`src/rtl/jtkicker_obj_pkg.sv`:
```
// Shared definitions for the Kicker object scan block: scan states,
// sprite height and the queued sprite record layout.
package jtkicker_obj_pkg;

    localparam int OBJH = 16;

    typedef enum logic [2:0] {
        IDLE,
        RDY,
        W1,
        CHK,
        W2,
        GET,
        END
    } scan_state_t;

    typedef struct packed {
        logic [7:0] code;
        logic [7:0] attr;
        logic [7:0] xpos;
        logic [3:0] v;
    } obj_entry_t;

    localparam int ENTRY_W = $bits(obj_entry_t);

endpackage

```
`src/rtl/jtkicker_objscan_fifo.sv`:
```
// Small synchronous sprite queue between the table scan and the draw issue logic.
// All updates are qualified by cen; flush empties the queue and wins over push/pop.
module jtkicker_objscan_fifo
    import jtkicker_obj_pkg::*;
#(
    parameter int DEPTH = 4
) (
    input  logic               clk,
    input  logic               rst_n,
    input  logic               cen,
    input  logic               flush,
    input  logic               push,
    input  logic [ENTRY_W-1:0] din,
    input  logic               pop,
    output logic [ENTRY_W-1:0] dout,
    output logic               full,
    output logic               empty
);
    localparam int AW = $clog2(DEPTH);

    logic [ENTRY_W-1:0] mem [DEPTH];
    logic [AW:0]        wr_ptr;
    logic [AW:0]        rd_ptr;
    logic               do_push;
    logic               do_pop;

    // Extra pointer bit tells full from empty when the indices match.
    assign empty   = (wr_ptr == rd_ptr);
    assign full    = (wr_ptr[AW] != rd_ptr[AW]) && (wr_ptr[AW-1:0] == rd_ptr[AW-1:0]);
    assign dout    = mem[rd_ptr[AW-1:0]];
    assign do_push = cen && !flush && push && !full;
    assign do_pop  = cen && !flush && pop && !empty;

    always_ff @(posedge clk or negedge rst_n) begin
        if (!rst_n) begin
            wr_ptr <= '0;
            rd_ptr <= '0;
        end else if (cen) begin
            if (flush) begin
                wr_ptr <= '0;
                rd_ptr <= '0;
            end else begin
                if (do_push) wr_ptr <= wr_ptr + 1'b1;
                if (do_pop)  rd_ptr <= rd_ptr + 1'b1;
            end
        end
    end

    always_ff @(posedge clk) begin
        if (do_push) mem[wr_ptr[AW-1:0]] <= din;
    end

endmodule

```
`src/rtl/jtkicker_objscan.sv`:
```
// Per-line sprite scheduler: scans the object table on hinit, queues sprites
// covering the current line and hands them one at a time to the draw engine.
module jtkicker_objscan
    import jtkicker_obj_pkg::*;
#(
    parameter int NOBJ   = 32,
    parameter int SAW    = 6,
    parameter int QDEPTH = 4,
    parameter int MAXOBJ = 16
) (
    input  logic           clk,
    input  logic           rst_n,
    input  logic           cen,
    input  logic           hinit,
    input  logic [7:0]     vrender,
    input  logic           flip,
    output logic [SAW-1:0] scan_addr,
    input  logic [7:0]     hi_dout,
    input  logic [7:0]     low_dout,
    output logic           dr_start,
    input  logic           dr_busy,
    output logic [7:0]     dr_code,
    output logic [7:0]     dr_attr,
    output logic [7:0]     dr_xpos,
    output logic [3:0]     dr_v,
    output logic           done,
    output logic           ovf
);
    localparam int IW = SAW - 1;
    localparam int CW = $clog2(MAXOBJ + 1);

    scan_state_t        st;
    logic [IW-1:0]      idx;
    logic [CW-1:0]      cnt;
    logic               hinit_l;
    logic               hinit_go;
    logic [7:0]         attr_l;
    logic [3:0]         v_l;
    logic [7:0]         ydiff;
    logic               inzone;
    logic               last;
    logic               push;
    logic               pop;
    logic               full;
    logic               empty;
    obj_entry_t         push_e;
    obj_entry_t         head_e;
    logic [ENTRY_W-1:0] head_raw;

    // Modulo-256 difference makes sprites straddling line 0 wrap naturally.
    assign ydiff    = vrender - hi_dout;
    assign inzone   = ydiff < 8'(OBJH);
    assign last     = (idx == IW'(NOBJ - 1));
    assign hinit_go = hinit | hinit_l;
    assign push     = (st == GET) && !full && !hinit_go;
    assign pop      = dr_start && dr_busy && !hinit_go;
    assign head_e   = obj_entry_t'(head_raw);

    always_comb begin
        push_e      = '0;
        push_e.code = hi_dout;
        push_e.attr = attr_l;
        push_e.xpos = low_dout;
        push_e.v    = v_l;
    end

    always_ff @(posedge clk or negedge rst_n) begin
        if (!rst_n)     hinit_l <= 1'b0;
        else if (cen)   hinit_l <= 1'b0;
        else if (hinit) hinit_l <= 1'b1;
    end

    jtkicker_objscan_fifo #(.DEPTH(QDEPTH)) u_fifo (
        .clk   (clk),
        .rst_n (rst_n),
        .cen   (cen),
        .flush (hinit_go),
        .push  (push),
        .din   (push_e),
        .pop   (pop),
        .dout  (head_raw),
        .full  (full),
        .empty (empty)
    );

    always_ff @(posedge clk or negedge rst_n) begin
        if (!rst_n) begin
            st        <= IDLE;
            idx       <= '0;
            cnt       <= '0;
            ovf       <= 1'b0;
            done      <= 1'b1;
            scan_addr <= '0;
            attr_l    <= '0;
            v_l       <= '0;
        end else if (cen) begin
            if (hinit_go) begin
                st        <= RDY;
                idx       <= '0;
                cnt       <= '0;
                ovf       <= 1'b0;
                done      <= 1'b0;
                scan_addr <= '0;
            end else begin
                case (st)
                    IDLE, END: ;
                    RDY: begin
                        scan_addr <= {idx, 1'b0};
                        st        <= W1;
                    end
                    W1: st <= CHK;
                    CHK: begin
                        if (inzone) begin
                            attr_l    <= low_dout;
                            v_l       <= ydiff[3:0] ^ {4{flip}};
                            scan_addr <= {idx, 1'b1};
                            st        <= W2;
                        end else if (last) begin
                            st   <= END;
                            done <= 1'b1;
                        end else begin
                            idx <= idx + 1'b1;
                            st  <= RDY;
                        end
                    end
                    W2: st <= GET;
                    GET: begin
                        // A full queue stalls here; RAM still holds the code word.
                        if (!full) begin
                            cnt <= cnt + 1'b1;
                            if (cnt == CW'(MAXOBJ - 1)) begin
                                ovf  <= 1'b1;
                                done <= 1'b1;
                                st   <= END;
                            end else if (last) begin
                                st   <= END;
                                done <= 1'b1;
                            end else begin
                                idx <= idx + 1'b1;
                                st  <= RDY;
                            end
                        end
                    end
                    default: st <= IDLE;
                endcase
            end
        end
    end

    // Issue side: the head stays queued until the draw engine acknowledges with busy.
    always_ff @(posedge clk or negedge rst_n) begin
        if (!rst_n) begin
            dr_start <= 1'b0;
            dr_code  <= '0;
            dr_attr  <= '0;
            dr_xpos  <= '0;
            dr_v     <= '0;
        end else if (cen) begin
            if (hinit_go) begin
                dr_start <= 1'b0;
            end else if (!dr_start) begin
                if (!empty && !dr_busy) begin
                    dr_code  <= head_e.code;
                    dr_attr  <= head_e.attr;
                    dr_xpos  <= head_e.xpos;
                    dr_v     <= head_e.v;
                    dr_start <= 1'b1;
                end
            end else if (dr_busy) begin
                dr_start <= 1'b0;
            end
        end
    end

endmodule

```
`config.mk`:
```
export PLATFORM = sky130hd
export DESIGN_NAME = jtkicker_objscan
export DESIGN_NICKNAME = d
export VERILOG_FILES = /design/src/rtl/jtkicker_obj_pkg.sv /design/src/rtl/jtkicker_objscan_fifo.sv /design/src/rtl/jtkicker_objscan.sv
export SDC_FILE = /design/constraint.sdc
export NUM_CORES = 1
export LEC_CHECK = 0
export ABC_AREA = 1
export BUFFER_PORTS_ARGS = -buffer_cell sky130_fd_sc_hd__buf_2
export CORE_ASPECT_RATIO = 1.1
export CORE_MARGIN = 8
export CORE_UTILIZATION = 55
export DETAILED_ROUTE_END_ITERATION = 7
export GPL_ROUTABILITY_DRIVEN = 0
export PLACE_DENSITY = 0.74
export SYNTH_ARGS = -nofsm -noshare
export SYNTH_HDL_FRONTEND = slang
export SYNTH_SLANG_ARGS = --single-unit
export TNS_END_PERCENT = 10
```
`constraint.sdc`:
```
create_clock -name clk -period 5.5 [get_ports clk]
set_clock_uncertainty 0.05 [all_clocks]
set_input_delay 0.275 -clock clk [delete_from_list [all_inputs] [get_ports clk]]
set_output_delay 0.275 -clock clk [all_outputs]
set_load 0.01 [all_outputs]
```
# ---- After elaboration in Yosys (flattened, before gate mapping)
# Memory sizes are Yosys's and may differ from the RTL's. A register that Yosys moved wholly into a read port is not among the register bits.
# Cells that the tools add are included.
dict set report classes {
  add_sub_neg 5
  magnitude_cmp 1
  n_eq_ne 17
  muxes 40
  bitwise 4
  n_reduce_logical 35
}
# cell count
set op_table {}
lappend op_table {{$mux W5} 8}
lappend op_table {{$mux W3} 9}
lappend op_table {{$pmux W3 S6} 1}
lappend op_table {{$mux W1} 17}
lappend op_table {{$reduce_and A4 Y1} 4}
lappend op_table {{$mux W6} 2}
lappend op_table {{$ne A3 B2 Y1 const B} 4}
lappend op_table {{$pmux W6 S2} 1}
lappend op_table {{$logic_and A1 B1 Y1} 11}
lappend op_table {{$add A5 B1 Y5 const B} 2}
lappend op_table {{$pmux W5 S2} 1}
lappend op_table {{$reduce_bool A2 Y1} 5}
lappend op_table {{$eq A3 B3 Y1 const B} 3}
lappend op_table {{$reduce_and A3 Y1} 3}
lappend op_table {{$lt A8 B5 Y1 const B} 1}
lappend op_table {{$sub A8 B8 Y8} 1}
lappend op_table {{$add A3 B1 Y3 const B} 2}
lappend op_table {{$eq A3 B2 Y1 const B} 2}
lappend op_table {{$reduce_bool A3 Y1} 2}
lappend op_table {{$eq A5 B4 Y1 const B} 1}
lappend op_table {{$eq A5 B5 Y1 const B} 1}
lappend op_table {{$logic_not A1 Y1} 5}
lappend op_table {{$reduce_and A5 Y1} 1}
lappend op_table {{$ne A2 B1 Y1 const B} 2}
lappend op_table {{other kinds (11)} 13}
dict set report totals {
  register_bits 41
  ramBits 112
  input_bits 30
  output_inout_bits 37
  wordCells 115
  memories 1
}
# name words width read_ports rd_ports_with_merged_regs write_ports line_no
set memory_table {}
lappend memory_table {u_fifo.mem 4 28 1 1 1 jtkicker_objscan_fifo.sv:21} ;# logic [ENTRY_W-1:0] mem [DEPTH];

# ---- Logic depth before layout (Yosys ltp)
dict set report logic_depth {
  word_depth 9
  depth_mapped 16
  ltp_nobuf 16
}

# ---- Modules after synthesis
# From an unflattened synthesis, not the netlist that was laid out.
dict set report unflattened {
  hier_cells 706
  hier_area_um2 7938.9
}
# mod n_inst cells_each area_each_um2 seq_area_each_um2
set modules_own_cells {}
lappend modules_own_cells {jtkicker_objscan_fifo 1 343 4605.7 3513.4}
lappend modules_own_cells {jtkicker_objscan 1 363 3333.2 1577.8}

# ---- Least setup slack after synthesis
# Ideal clock, no wire load.
dict set report synth_path {
  path_type {reg2reg}
  from {register st[2]}
  to {memory u_fifo.mem[0][0] (netlist name), enable pin}
  setup_ns 0.413
  t_arrival_ns 2.229
  path_slack_ns 2.808
  path_stages_with_launch 9
  n_path_buf 0
  synth_period_minus_slack_ns 2.692
  cell_sequence {dfrtp_1 inv_1 nor2_2 nand2_1 inv_1 nand3_2 inv_1 nand2_1 nor2_1}
}
dict set report synth_between {
  elab_chain_len 7
}
# element line_no
set synth_lines {}
lappend synth_lines {{start, declared} jtkicker_objscan.sv:32} ;# scan_state_t st;
lappend synth_lines {{start signal, assigned} jtkicker_objscan.sv:88} ;# st <= IDLE;
lappend synth_lines {{start signal, assigned} jtkicker_objscan.sv:98} ;# st <= RDY;
lappend synth_lines {{start signal, assigned} jtkicker_objscan.sv:109} ;# st <= W1;
lappend synth_lines {{$eq A3 B3 Y1} jtkicker_objscan.sv:55} ;# assign push = (st == GET) && !full && !hinit_go;
lappend synth_lines {{$logic_and A1 B1 Y1 (2 in series)} jtkicker_objscan.sv:55}
lappend synth_lines {{$logic_and A1 B1 Y1 (2 in series)} jtkicker_objscan_fifo.sv:31} ;# assign do_push = cen && !flush && push && !full;
lappend synth_lines {{$mux W1} jtkicker_objscan_fifo.sv:50} ;# if (do_push) mem[wr_ptr[AW-1:0]] <= din;
lappend synth_lines {{$mux W1 (not written as such)} jtkicker_objscan_fifo.sv:50}
lappend synth_lines {{end, declared} jtkicker_objscan_fifo.sv:21}
# Every way passes these cells.

# ---- Final worst setup path
dict set report layout_path {
  from {register u_fifo.rd_ptr[0]}
  to {register dr_code[4]}
}
dict set report layout_between {
  elab_chain_len 4
}
# element line_no
set layout_lines {}
lappend layout_lines {{start, declared} jtkicker_objscan_fifo.sv:23} ;# logic [AW:0] rd_ptr;
lappend layout_lines {{start signal, assigned} jtkicker_objscan_fifo.sv:44} ;# if (do_pop) rd_ptr <= rd_ptr + 1'b1;
lappend layout_lines {{$eq A3 B3 Y1} jtkicker_objscan_fifo.sv:28} ;# assign empty = (wr_ptr == rd_ptr);
lappend layout_lines {{$logic_not A1 Y1} jtkicker_objscan.sv:162} ;# if (!empty && !dr_busy) begin
lappend layout_lines {{$logic_and A1 B1 Y1} jtkicker_objscan.sv:162}
lappend layout_lines {{$reduce_and A4 Y1 (no line)} -}
lappend layout_lines {{end signal, assigned} jtkicker_objscan.sv:163} ;# dr_code <= head_e.code;
lappend layout_lines {{end, declared} jtkicker_objscan.sv:22} ;# output logic [7:0] dr_code,
# Parallel ways exist; a longest one is shown, timed or not.
# A chain may end at the register's enable or synchronous reset.

==> impl.org <==
** Worst setup path
- In this run the critical register-to-register path is captured at dr_code[4]$_DFFE_PN0P_.
- STA puts the critical path data arrival time at roughly 3.2 ns.
- Along the worst path, the maximum fanout reaches 39.
- For flop-to-flop paths, the worst setup slack is between 2 and 3 ns.
- CP Data Required Time :: approximately 5.8 ns
- Counting cells, the worst reg-to-reg path comes to 6.
- Category of the worst setup path capture point :: register
- CP startpoint kind :: register
- Crit path capture :: dr_code[4]$_DFFE_PN0P_
- Critical Path Source :: u_fifo.rd_ptr[0]$_DFFE_PN0P_
- The worst setup path is of the reg -> reg kind.
- R2R Path Start :: u_fifo.rd_ptr[0]$_DFFE_PN0P_

** Detailed routing
- Residual DRC count :: 0
- Wires add up to 16,500 um.
- Antenna-violating nets left :: 0
- The detailed router placed 5,190 vias in this run.
- For this run, the detailed router's first-pass iteration total came to 5.
- Via density per instance :: roughly 5.5
- Initial detailed-routing violation count :: 314
- Dividing the detail-routed wire length by the instance count gives roughly 17 um.

** Outcome
- Run status :: finished, final reports clean

** CTS
- TritonCTS built the clock tree.
- Buffer cell driving the clock tree root :: sky130_fd_sc_hd__clkbuf_16
- After clock tree synthesis, the clock-pin slew on the worst setup and hold paths is 0.06 ns.
- Post-cts sizing count :: 0
- Hold-fix buffer count after cts :: 0
- The clock tree synthesis step divided the H-tree into 4 levels.
- The clock reaches the later pin of the worst-skew pair after 0.43 ns.
- The number of setup buffers added after CTS is 0.
- Number of buffers on the longest clock path :: 2
- TritonCTS buffer count :: 17
- For this design, the sink count on the clock tree is between 150 and 200.

** Cells and area
- Storage element area :: roughly 5000 um^2
- Finished Core Util :: 0.635
- Relative to the synthesized area, the layout overhead comes to 14.1%.
- Post-route standard cell area excluding fillers :: slightly above 9000 um^2
- Fraction of final layout cells with drive strength greater than 1 :: 0.214
- Commonest cells after routing, fill and taps aside :: sky130_fd_sc_hd__edfxtp_1 (112), sky130_fd_sc_hd__nand2_1 (97), sky130_fd_sc_hd__nor2_1 (81)
- Nets@finish :: between 700 and 800
- Number of antenna diodes :: 0
- Leading cell type in the layout, fill and taps excluded :: sky130_fd_sc_hd__edfxtp_1
- In the final layout, the multi-input gates occupy approximately 2600 um^2.
- The layout has between 1,000 and 1,500 filler cells.
- Once layout is complete, the cells apart from fillers number between 900 and 1,000.

** Placed design
- After detailed placement, the design holds a cell count of between 900 and 1,000.
- The HPWL after detailed placement is roughly 11,000 um.
- After detailed placement, the total cell area comes to between 8000 and 9000 um^2.
- Number of buffers added on ports :: 66

** Global routing
- Aggregate global routing overflow :: 0
- Antenna violations before repair :: 0
- In the global route stage, overall resource usage came out at 0.189.
- Entering global routing, the biggest net connects 70 pins.
- Number of global-route vias before repair :: approximately 5,300
- First-pass GRT wire length :: around 27,000 um

** Die
- Floorplan Core Area :: between 10,000 and 15,000 um^2
- For this design the top-level I/O count stands at 67.
- Number of placement rows :: 46
- Die Area :: between 15,000 and 20,000 um^2
- From left edge to right edge, the die measures 131 um.
- Initial Util :: 0.557
- From bottom edge to top edge, the die measures ~140 um.

** STA
- Actual slew at the worst max-slew pin :: roughly 1.0 ns
- Tmin final :: 2.91 ns
- Final setup violation count :: 0
- The final count of pins violating max slew is 0.
- The worst pin sits at a relative slew slack of 0.325.
- Accumulated negative setup slack :: 0 ns
- Maximum operating frequency :: around 340 MHz
- The total count of hold-check failures in the final report came to 0.
- Of the available clock period, the critical path in the final layout requires 0.529.
- Setup repair after global routing left no endpoint under its margin.

** Pwr
- For this design the static power due to leakage is around 0.0040 uW.
- For this design the ratio of total power to cell area is roughly 340 nW/um^2.
- The worst-case IR drop observed on VDD is 0.200 mV.

** Synthesis
- Syn Inst Count :: about 670
- For this run, the register share of the synthesized area comes to 0.641.
- Area of the mapped netlist :: 7940 um^2
- By area the synthesized netlist is led by sky130_fd_sc_hd__edfxtp_1 (42%), sky130_fd_sc_hd__dfrtp_1 (21%), sky130_fd_sc_hd__nand2_1 (4.6%).
- Mean Syn Cell Area :: 11.8 um^2
- The synthesized design contains roughly 180 register bits.
- The Yosys step of the flow raised 0 warnings.
- The number of nets in the synthesized netlist is between 700 and 800.
- The number of different library cells used by synthesis comes to 42.
- Of the post-synthesis cell area, the dominant cell type holds 0.423.
- sky130_fd_sc_hd__edfxtp_1 takes more of the synthesized area than any other cell.

** Job
- Number of violations of the max-capacitance limit :: 0

** Worst hold path
- The tightest min-delay check is of the in -> async type.
cell type report:
class,instances,share of cell area
clock buffer,19,0.0478
inverter,46,0.0193
tap,192,0.0265
sequential,181,0.562
clock inverter,13,0.0206
timing repair buffer,73,0.0422
multi-input combinational,422,0.282
worst max-delay path: stages, from the launching register on:
cell and delay (ns):
sky130_fd_sc_hd__dfrtp_1 0.77, sky130_fd_sc_hd__buf_4 0.47, sky130_fd_sc_hd__inv_1 0.44, sky130_fd_sc_hd__buf_4 0.38
sky130_fd_sc_hd__o21ai_0 0.25, sky130_fd_sc_hd__o22ai_1 0.12, sky130_fd_sc_hd__mux2_4 0.28
how the worst min path moves through the flow:
| stage | slack [ns] | start | cells after the start | to |
|---|---|---|---|---|
| 6_report | 0.02 | rst_n | 2 | dr_v[1]$_DFFE_PN0P_ |
| 4_1_cts | 0.03 | hi_dout[1] | 1 | u_fifo.mem[3][21]$_DFFE_PP_ |
| 5_1_grt | 0.03 | low_dout[7] | 1 | u_fifo.mem[3][11]$_DFFE_PP_ |
| 3_3_place_gp | 0.41 | scan_addr[1]$_DFFE_PN0P_ | 2 | scan_addr[1]$_DFFE_PN0P_ |
| 2_1_floorplan | -0.07 | rst_n | 0 | attr_l[0]$_DFFE_PN0P_ |
| 3_5_place_dp | 0.41 | scan_addr[1]$_DFFE_PN0P_ | 2 | scan_addr[1]$_DFFE_PN0P_ |
power breakdown:
group	internal (uW)	switching (uW)
combinational	122	167
sequential	1510	43.3
clock	796	478
per-stage QoR:
step / hold slack (ns) / power (uW) / worst slack, ns
final: 0.0225 / 3110 / 2.59
after global routing: 0.0305 / 3220 / 2.39
after CTS: 0.0250 / 3140 / 2.60
after detailed placement: 0.406 / 1870 / 2.70
after global placement: 0.408 / 1860 / 2.79
after floorplan: -0.0706 / 1760 / 2.81
cell families (layout without fill, tap and decap cells):
group,count (synthesis),in the layout,synth area share
buffers and inverters,71,151,0.0384
flip-flops,181,181,0.641
adder cells (fa/ha/maj),18,18,0.0293
AND/OR/NAND/NOR,251,251,0.150
AO/OA/AOI/OAI,112,112,0.0778
XOR/XNOR,13,13,0.0143
multiplexers,28,28,0.0491
flip-flops by register name, indices dropped and copies added, names as in the netlist:
signal         cells
u_fifo.mem       112
attr_l             8
dr_attr            8
dr_code            8
dr_xpos            8
scan_addr          6
cnt                5
idx                5
dr_v               4
v_l                4
st                 3
u_fifo.rd_ptr      3
u_fifo.wr_ptr      3
done               1
dr_start           1
hinit_l            1
ovf                1
Yosys cell counts (all sizes together):
cell and instances:
a21boi 1, a21o 1, a21oi 11, a22oi 1, and3 2, buf 10, clkbuf 15, dfrtp 68
dfstp 1, edfxtp 112, fa 1, ha 17, inv 46, mux2 28, nand2 104, nand3 27
nand3b 1, nand4 19, nor2 93, nor3 3, nor3b 1, o21ai 66, o21bai 1, o22ai 30
o31ai 1, or2 1, xnor2 9, xor2 4
layer usage:
| metal | part of all wire | global-route usage | up-vias |
|---|---|---|---|
| li1 | - | - | 2489 |
| met1 | 0.41 | 0.224 | 2556 |
| met2 | 0.52 | 0.328 | 126 |
| met3 | 0.057 | 0.0435 | 19 |
| met4 | 0.014 | 0.0647 | 0 |
| met5 | 0 | 0 | - |
Power figures use the tool's default switching activity.
